### src/rtl/l2_burst_adaptor_pkg.sv
// Shared types for the L2 pmem burst adaptor: FSM state encoding used by the
// adaptor and visible to the L2-side mux-select packages.
package l2_burst_adaptor_types;

  typedef enum logic [2:0] {
    IDLE     = 3'd0,
    RD_BURST = 3'd1,
    RD_DONE  = 3'd2,
    WR_BURST = 3'd3,
    WR_DONE  = 3'd4
  } adaptor_state_t;

endpackage

### src/rtl/l2_burst_adaptor.sv
// Memory-side end of the L2 pmem interface: turns whole-line read/write requests
// into fixed-length bursts of memory beats and reassembles fill lines.
module l2_burst_adaptor
  import l2_burst_adaptor_types::*;
#(
  parameter int LINE_WIDTH  = 256,
  parameter int BURST_WIDTH = 64,
  parameter int ADDR_WIDTH  = 32
) (
  input  logic                   clk,
  input  logic                   rst,
  input  logic [LINE_WIDTH-1:0]  line_i,
  output logic [LINE_WIDTH-1:0]  line_o,
  input  logic [ADDR_WIDTH-1:0]  address_i,
  input  logic                   read_i,
  input  logic                   write_i,
  output logic                   resp_o,
  input  logic [BURST_WIDTH-1:0] burst_i,
  output logic [BURST_WIDTH-1:0] burst_o,
  output logic [ADDR_WIDTH-1:0]  address_o,
  output logic                   read_o,
  output logic                   write_o,
  input  logic                   resp_i
);

  localparam int BEATS = LINE_WIDTH / BURST_WIDTH;
  localparam int OFFS  = $clog2(LINE_WIDTH / 8);
  localparam int CNT_W = $clog2(BEATS);
  localparam logic [CNT_W-1:0] LAST_BEAT = CNT_W'(BEATS - 1);
  localparam logic [ADDR_WIDTH-1:0] LINE_MASK =
    {{(ADDR_WIDTH-OFFS){1'b1}}, {OFFS{1'b0}}};

  adaptor_state_t          r_state;
  adaptor_state_t          w_next_state;
  logic [CNT_W-1:0]        r_cnt;
  logic [ADDR_WIDTH-1:0]   r_addr;
  logic [LINE_WIDTH-1:0]   r_wline;
  logic [LINE_WIDTH-1:0]   r_fill;
  logic [LINE_WIDTH-1:0]   r_line_o;
  logic [LINE_WIDTH-1:0]   w_fill_next;
  logic                    r_read;
  logic                    r_write;
  logic                    r_resp;
  logic                    w_in_burst;
  logic                    w_last_ack;
  logic                    w_accept;

  assign w_in_burst = (r_state == RD_BURST) || (r_state == WR_BURST);
  assign w_last_ack = w_in_burst && resp_i && (r_cnt == LAST_BEAT);
  assign w_accept   = (r_state == IDLE) && (read_i || write_i);

  // Next-state decode; write has priority so an eviction always precedes its fill.
  always_comb begin
    w_next_state = r_state;
    case (r_state)
      IDLE: begin
        if (write_i) begin
          w_next_state = WR_BURST;
        end else if (read_i) begin
          w_next_state = RD_BURST;
        end else begin
          w_next_state = IDLE;
        end
      end
      RD_BURST: begin
        if (w_last_ack) begin
          w_next_state = RD_DONE;
        end else begin
          w_next_state = RD_BURST;
        end
      end
      RD_DONE:  w_next_state = IDLE;
      WR_BURST: begin
        if (w_last_ack) begin
          w_next_state = WR_DONE;
        end else begin
          w_next_state = WR_BURST;
        end
      end
      WR_DONE:  w_next_state = IDLE;
      default:  w_next_state = IDLE;
    endcase
  end

  // Fill line with the current beat merged in, so the last beat can commit in one step.
  always_comb begin
    w_fill_next = r_fill;
    if ((r_state == RD_BURST) && resp_i) begin
      w_fill_next[int'(r_cnt)*BURST_WIDTH +: BURST_WIDTH] = burst_i;
    end else begin
      w_fill_next = r_fill;
    end
  end

  // State, beat counter and registered handshake outputs.
  always_ff @(posedge clk or posedge rst) begin
    if (rst) begin
      r_state <= IDLE;
      r_cnt   <= {CNT_W{1'b0}};
      r_read  <= 1'b0;
      r_write <= 1'b0;
      r_resp  <= 1'b0;
    end else begin
      r_state <= w_next_state;
      r_read  <= (w_next_state == RD_BURST);
      r_write <= (w_next_state == WR_BURST);
      r_resp  <= (w_next_state == RD_DONE) || (w_next_state == WR_DONE);
      if (w_in_burst && resp_i) begin
        r_cnt <= w_last_ack ? {CNT_W{1'b0}} : r_cnt + {{(CNT_W-1){1'b0}}, 1'b1};
      end else begin
        r_cnt <= r_cnt;
      end
    end
  end

  // Request capture plus fill assembly; line_o only moves when a whole fill lands.
  always_ff @(posedge clk or posedge rst) begin
    if (rst) begin
      r_addr   <= {ADDR_WIDTH{1'b0}};
      r_wline  <= {LINE_WIDTH{1'b0}};
      r_fill   <= {LINE_WIDTH{1'b0}};
      r_line_o <= {LINE_WIDTH{1'b0}};
    end else begin
      if (w_accept) begin
        r_addr <= address_i & LINE_MASK;
      end else begin
        r_addr <= r_addr;
      end
      if (w_accept && write_i) begin
        r_wline <= line_i;
      end else begin
        r_wline <= r_wline;
      end
      r_fill <= w_fill_next;
      if ((r_state == RD_BURST) && w_last_ack) begin
        r_line_o <= w_fill_next;
      end else begin
        r_line_o <= r_line_o;
      end
    end
  end

  assign burst_o   = r_write ? r_wline[int'(r_cnt)*BURST_WIDTH +: BURST_WIDTH]
                             : {BURST_WIDTH{1'b0}};
  assign line_o    = r_line_o;
  assign address_o = r_addr;
  assign read_o    = r_read;
  assign write_o   = r_write;
  assign resp_o    = r_resp;

endmodule

### config.mk
export PLATFORM = sky130hd
export DESIGN_NAME = l2_burst_adaptor
export DESIGN_NICKNAME = d
export VERILOG_FILES = /design/src/rtl/l2_burst_adaptor_pkg.sv /design/src/rtl/l2_burst_adaptor.sv
export SDC_FILE = /design/constraint.sdc
export NUM_CORES = 2
export LEC_CHECK = 0
export CAP_MARGIN = 25
export CORE_ASPECT_RATIO = 2
export CORE_MARGIN = 3
export CORE_UTILIZATION = 30
export DETAILED_ROUTE_END_ITERATION = 10
export HOLD_SLACK_MARGIN = 0.03
export PLACE_DENSITY = 0.52
export SETUP_SLACK_MARGIN = 0.15
export SLEW_MARGIN = 20
export SYNTH_ARGS = -nofsm -noshare
export SYNTH_HDL_FRONTEND = slang
export SYNTH_SLANG_ARGS = --single-unit
### constraint.sdc
create_clock -name clk -period 37.9 [get_ports clk]
set_input_delay 9.475 -clock clk [delete_from_list [all_inputs] [get_ports clk]]
set_output_delay 9.475 -clock clk [all_outputs]
set_load 0.01 [all_outputs]
# Word level (Yosys, flattened, before mapping)
# Cells that the tools add are included.
# Widths: inputs -> output; s select.
# word_totals
register_bits,803
output_inout_bits,355
inputBits,357
# classes
n_reduce_logical,10
mux,9
add_sub_neg,2
n_shift,3
eq_ne,7
# ops
cell,n
$bwmux 256,1
$mux 256,1
$shift 64x33->256 const A,1
$shiftx 256x9->64,1
$shiftx 64x33->256,1
$mux 64,1
$neg 8->33,1
$eq 3x2->1 const B,3
$pmux 3 s3,1
$eq 3x1->1 const B,2
$logic_and 1x1->1,6
$mux 2,3
$eq 3x3->1 const B,1
$logic_not 3->1,1
$logic_or 1x1->1,3
$mux 3,1
$add 2x1->2 const B,1
$eq 2x2->1 const B,1
$mux 1,1

# Longest topological paths before layout
# logic_depth
depth_word,8
depth_mapped,10
mapped_depth_nobuf,5

# Worst setup path before layout
# OpenSTA, ideal clock, no wires.
# synth_timing
path_type,register to output
start,register r_cnt[1]
end,output port burst_o[10]
arrival_ps,1603
n_path_buf,3
required_time_ps,28425
slack_ps,26822
path_stages_with_launch,6
path_cell_list,dfrtp_1 buf_2 buf_4 buf_2 mux4_2 and2_1
# synth_via
elab_chain_cells,2
# synth_lines
element,line_no,rtl
"start, declared",l2_burst_adaptor.sv:35,logic [CNT_W-1:0] r_cnt;
"start signal, assigned",l2_burst_adaptor.sv:99,r_cnt <= {CNT_W{1'b0}};
"start signal, assigned",l2_burst_adaptor.sv:109,"r_cnt <= w_last_ack ? {CNT_W{1'b0}} : r_cnt + {{(CNT_W-1){1'b0}}, 1'b1};"
"start signal, assigned",l2_burst_adaptor.sv:111,r_cnt <= r_cnt;
$shiftx 256x9->64,l2_burst_adaptor.sv:143,assign burst_o = r_write ? r_wline[int'(r_cnt)*BURST_WIDTH +: BURST_WIDTH]
$mux 64,l2_burst_adaptor.sv:143,
"end, declared",l2_burst_adaptor.sv:19,"output logic [BURST_WIDTH-1:0] burst_o,"
# Every way passes these cells.

==> results by group <==
Status
  – Status: complete, no violations

Finish
  – Nets: approximately 3,800
  – # fillers: around 11,000
  – Area of the multi-input gates: 12,490 um2
  – Most common cell after layout, fill and taps aside: dfrtp_1
  – Most frequent cells in the layout: dfrtp_1 (736), clkdlybuf4s50_1 (701), a21oi_1 (385)
  – Non-filler cells in the finished layout: between 4,000 and 5,000
  – Synth-to-Final Area Change: 30.36%
  – Layout cell share with drive strength beyond 1: 14.59%
  – Register area: 18,500 um2

Timing
  – Setup TNS: 0 ps
  – Slew @ Worst Pin: 1209 ps
  – Max-slew violation count: 0
  – Final setup violation count: 0
  – RSZ-0062 raised after global routing: no
  – Max frequency: 0.07520 GHz
  – Setup Skew: 32.01 ps
  – Min Tclk post-route: 13,300 ps
  – Final hold vios: 0
  – Crit share post-route: 35.09%
  – Rel. slew slack: between 10% and 20%

Setup path
  – Max stage delay cell, worst path: buf_4
  – CP dominant cell by count: buf_4
  – CP arrival: 13,860 ps
  – Worst Path Max Fanout: 110
  – Max incr delay on CP: about 830 ps
  – CP Data Required Time: roughly 38,000 ps
  – CP Launch Type: primary input
  – Setup CP Type: primary input to asynchronous set/reset pin
  – Crit-path cells: clkdlybuf4s50_1 > inv_8 > buf_4 > buf_4 > buf_4 > buf_4
  – CP endpoint kind: asynchronous set/reset pin

Global route
  – Total track usage: 19.96%
  – Largest net degree at the start of global routing: 201
  – First-pass GRT wire length: 177,000 um
  – Vias in the first global route: 25,710
  – Gr ovfl total: 0
  – Initial antenna violation count: 22

Drt
  – Routed via count: 25,180
  – Metal3 WL: 10,840 um
  – Wirelength per Cell: 23.56 um
  – DR WL met2: 55,400 um
  – Routed Antenna Nets: 0
  – Top sig layer: met5
  – Drt pass-1 iters: 5
  – DRC: 0
  – Vias per cell: ~5.1
  – Iteration-0 DRC Markers: roughly 1,300
  – WL final: roughly 120,000 um
  – Routed metal-1 wire length: 48,460 um

Yosys
  – Library cells used by synthesis: 38
  – Area leader, netlist: dfrtp_1
  – Synthesized area per cell: 11.33 um2
  – Synth Flop Type: dfrtp_1
  – Post-Syn Area: around 33,000 um2
  – Largest cells by area after synthesis: dfrtp_1 (55%), mux2_2 (8.8%), a21oi_1 (5.8%), mux4_2 (4.3%), a31oi_1 (3.6%)
  – Sequential element share of the synthesized area: a little under three fifths
  – Share of the synthesized area in the top cell type: 55.28%
  – Synth warn: 0
  – EDFF count, synth: 0
  – Synth Register Bits: between 700 and 800
  – Mapped Cells: about 3,000
  – Post-synth ARST share: 100.0%

Floorplan
  – Row Count: around 170
  – Ports: 712
  – Die height: 478.2 um
  – DIE WIDTH: ~240 um
  – Die Footprint: 115,800 um2
  – Initial Utilization: between 30% and 40%
  – Core area: 110,200 um2

Placed design
  – RD Place Congestion: 0.8305
  – Hpwl dp: 75,130 um
  – Port bufs: roughly 700
  – Inst Count DP: 4,823

Pwr
  – P per Cell Area: just under 90 nW/um2
  – Peak VDD IR: 47.30 uV
  – Leakage: 17.45 nW

CTS
  – CTS buffer count: 76
  – CTS root buf: clkbuf_16
  – Clock Path Buffers: 3
  – Max H-tree Level: 3
  – Setup Buffers After CTS: 0
  – PostCTS Resize Cnt: 0
  – Sink Count: 739
  – Hold Buf Count CTS: 0
  – Worst skew pair latency: approximately 700 ps
  – CTS tree: yes
  – Reg clk slew, reported paths: 60 ps

Worst hold path
  – Worst Hold Class: flip-flop to flip-flop

Run
  – MaxCap Viol Count: 0
-- cell type report --
class,instances,area share (%)
sequential,739,42.43
timing repair buffer,741,16.98
clock buffer,104,4.903
inverter,196,1.704
tap,1479,4.244
multi-input combinational,1670,28.65
antenna,11,0.06312
clock inverter,33,1.030
-- state kept, by name, indices dropped and copies added (netlist names) --
name / flops
address_o: 27
line_o: 256
r_cnt: 2
r_fill: 192
r_state: 3
r_wline: 256
read_o: 1
resp_o: 1
write_o: 1
-- worst paths after layout --
kind,cells after the start,slack (ps),to,startpoint
worst max-delay path,6,24600,write_o,rst
worst min-delay path,1,480,r_wline[63],r_wline[63]
worst max register to register,6,33490,line_o[96],r_cnt[0]
worst min register to register,1,480,r_wline[63],r_wline[63]
max in group clk,4,24790,burst_o[25],r_cnt[0]
min in group asynchronous,2,9380,r_wline[167],rst
-- cells by family (layout without fill, tap and decap cells) --
kind of cell	count (synthesis)	count (layout)	synth area share, %
other cells	1	16	0.01121
mux	347	347	13.84
buf+inv	548	1074	7.686
simple gates	475	475	8.995
flops	739	739	55.28
compound gates	838	838	14.00
fa+ha+maj	5	5	0.1870
-- worst max-delay path: cells and delay by family --
family   cells  cell delay, ps
buf+inv      6            4090
-- power breakdown --
| group | switching (mW) | internal (mW) | leakage (nW) |
|---|---|---|---|
| Clock | 0.342 | 0.460 | 1.28 |
| Sequential | 0.220 | 1.17 | 9.23 |
| Combinational | 0.839 | 0.803 | 6.94 |
| Total | 1.40 | 2.43 | 17.4 |
-- through the flow --
stage,hold WS [ps],setup slack (ps),area [um2],util [%],power [mW]
after floorplan,453.2,7689,33470,-,2.314
after global placement,469.4,23610,40920,37.14,3.032
after detailed placement,474.0,23650,40950,37.16,3.054
after CTS,489.1,24390,43540,39.51,3.885
after global routing,504.9,23940,43600,39.57,4.082
final,483.0,24600,43610,39.58,3.831
-- cell usage after synthesis, types with 2 or more instances --
cell type and number:
inv_1 196, clkbuf_1 133, nor3_1 3, and2_1 68, mux2_1 22, mux4_2 64, nor3b_1 3, buf_4 72
nor2b_1 192, mux2_2 261, ha_1 5, buf_2 71, nor2_1 3, clkbuf_2 64, dfrtp_1 739, a22o_1 64
a21oi_1 385, buf_1 2, nand2_1 3, a31oi_1 193, buf_6 10, nand4_1 192, o21ai_0 193
-- routing by layer --
| metal | GRT usage, % | up-vias |
|---|---|---|
| met3 | 7.460 | 125 |
| met2 | 31.92 | 874 |
| met4 | 5.841 | 12 |
| met1 | 25.17 | 12740 |
| met5 | 0.4202 | - |
| li1 | - | 11430 |
Power figures use the tool's default switching activity.
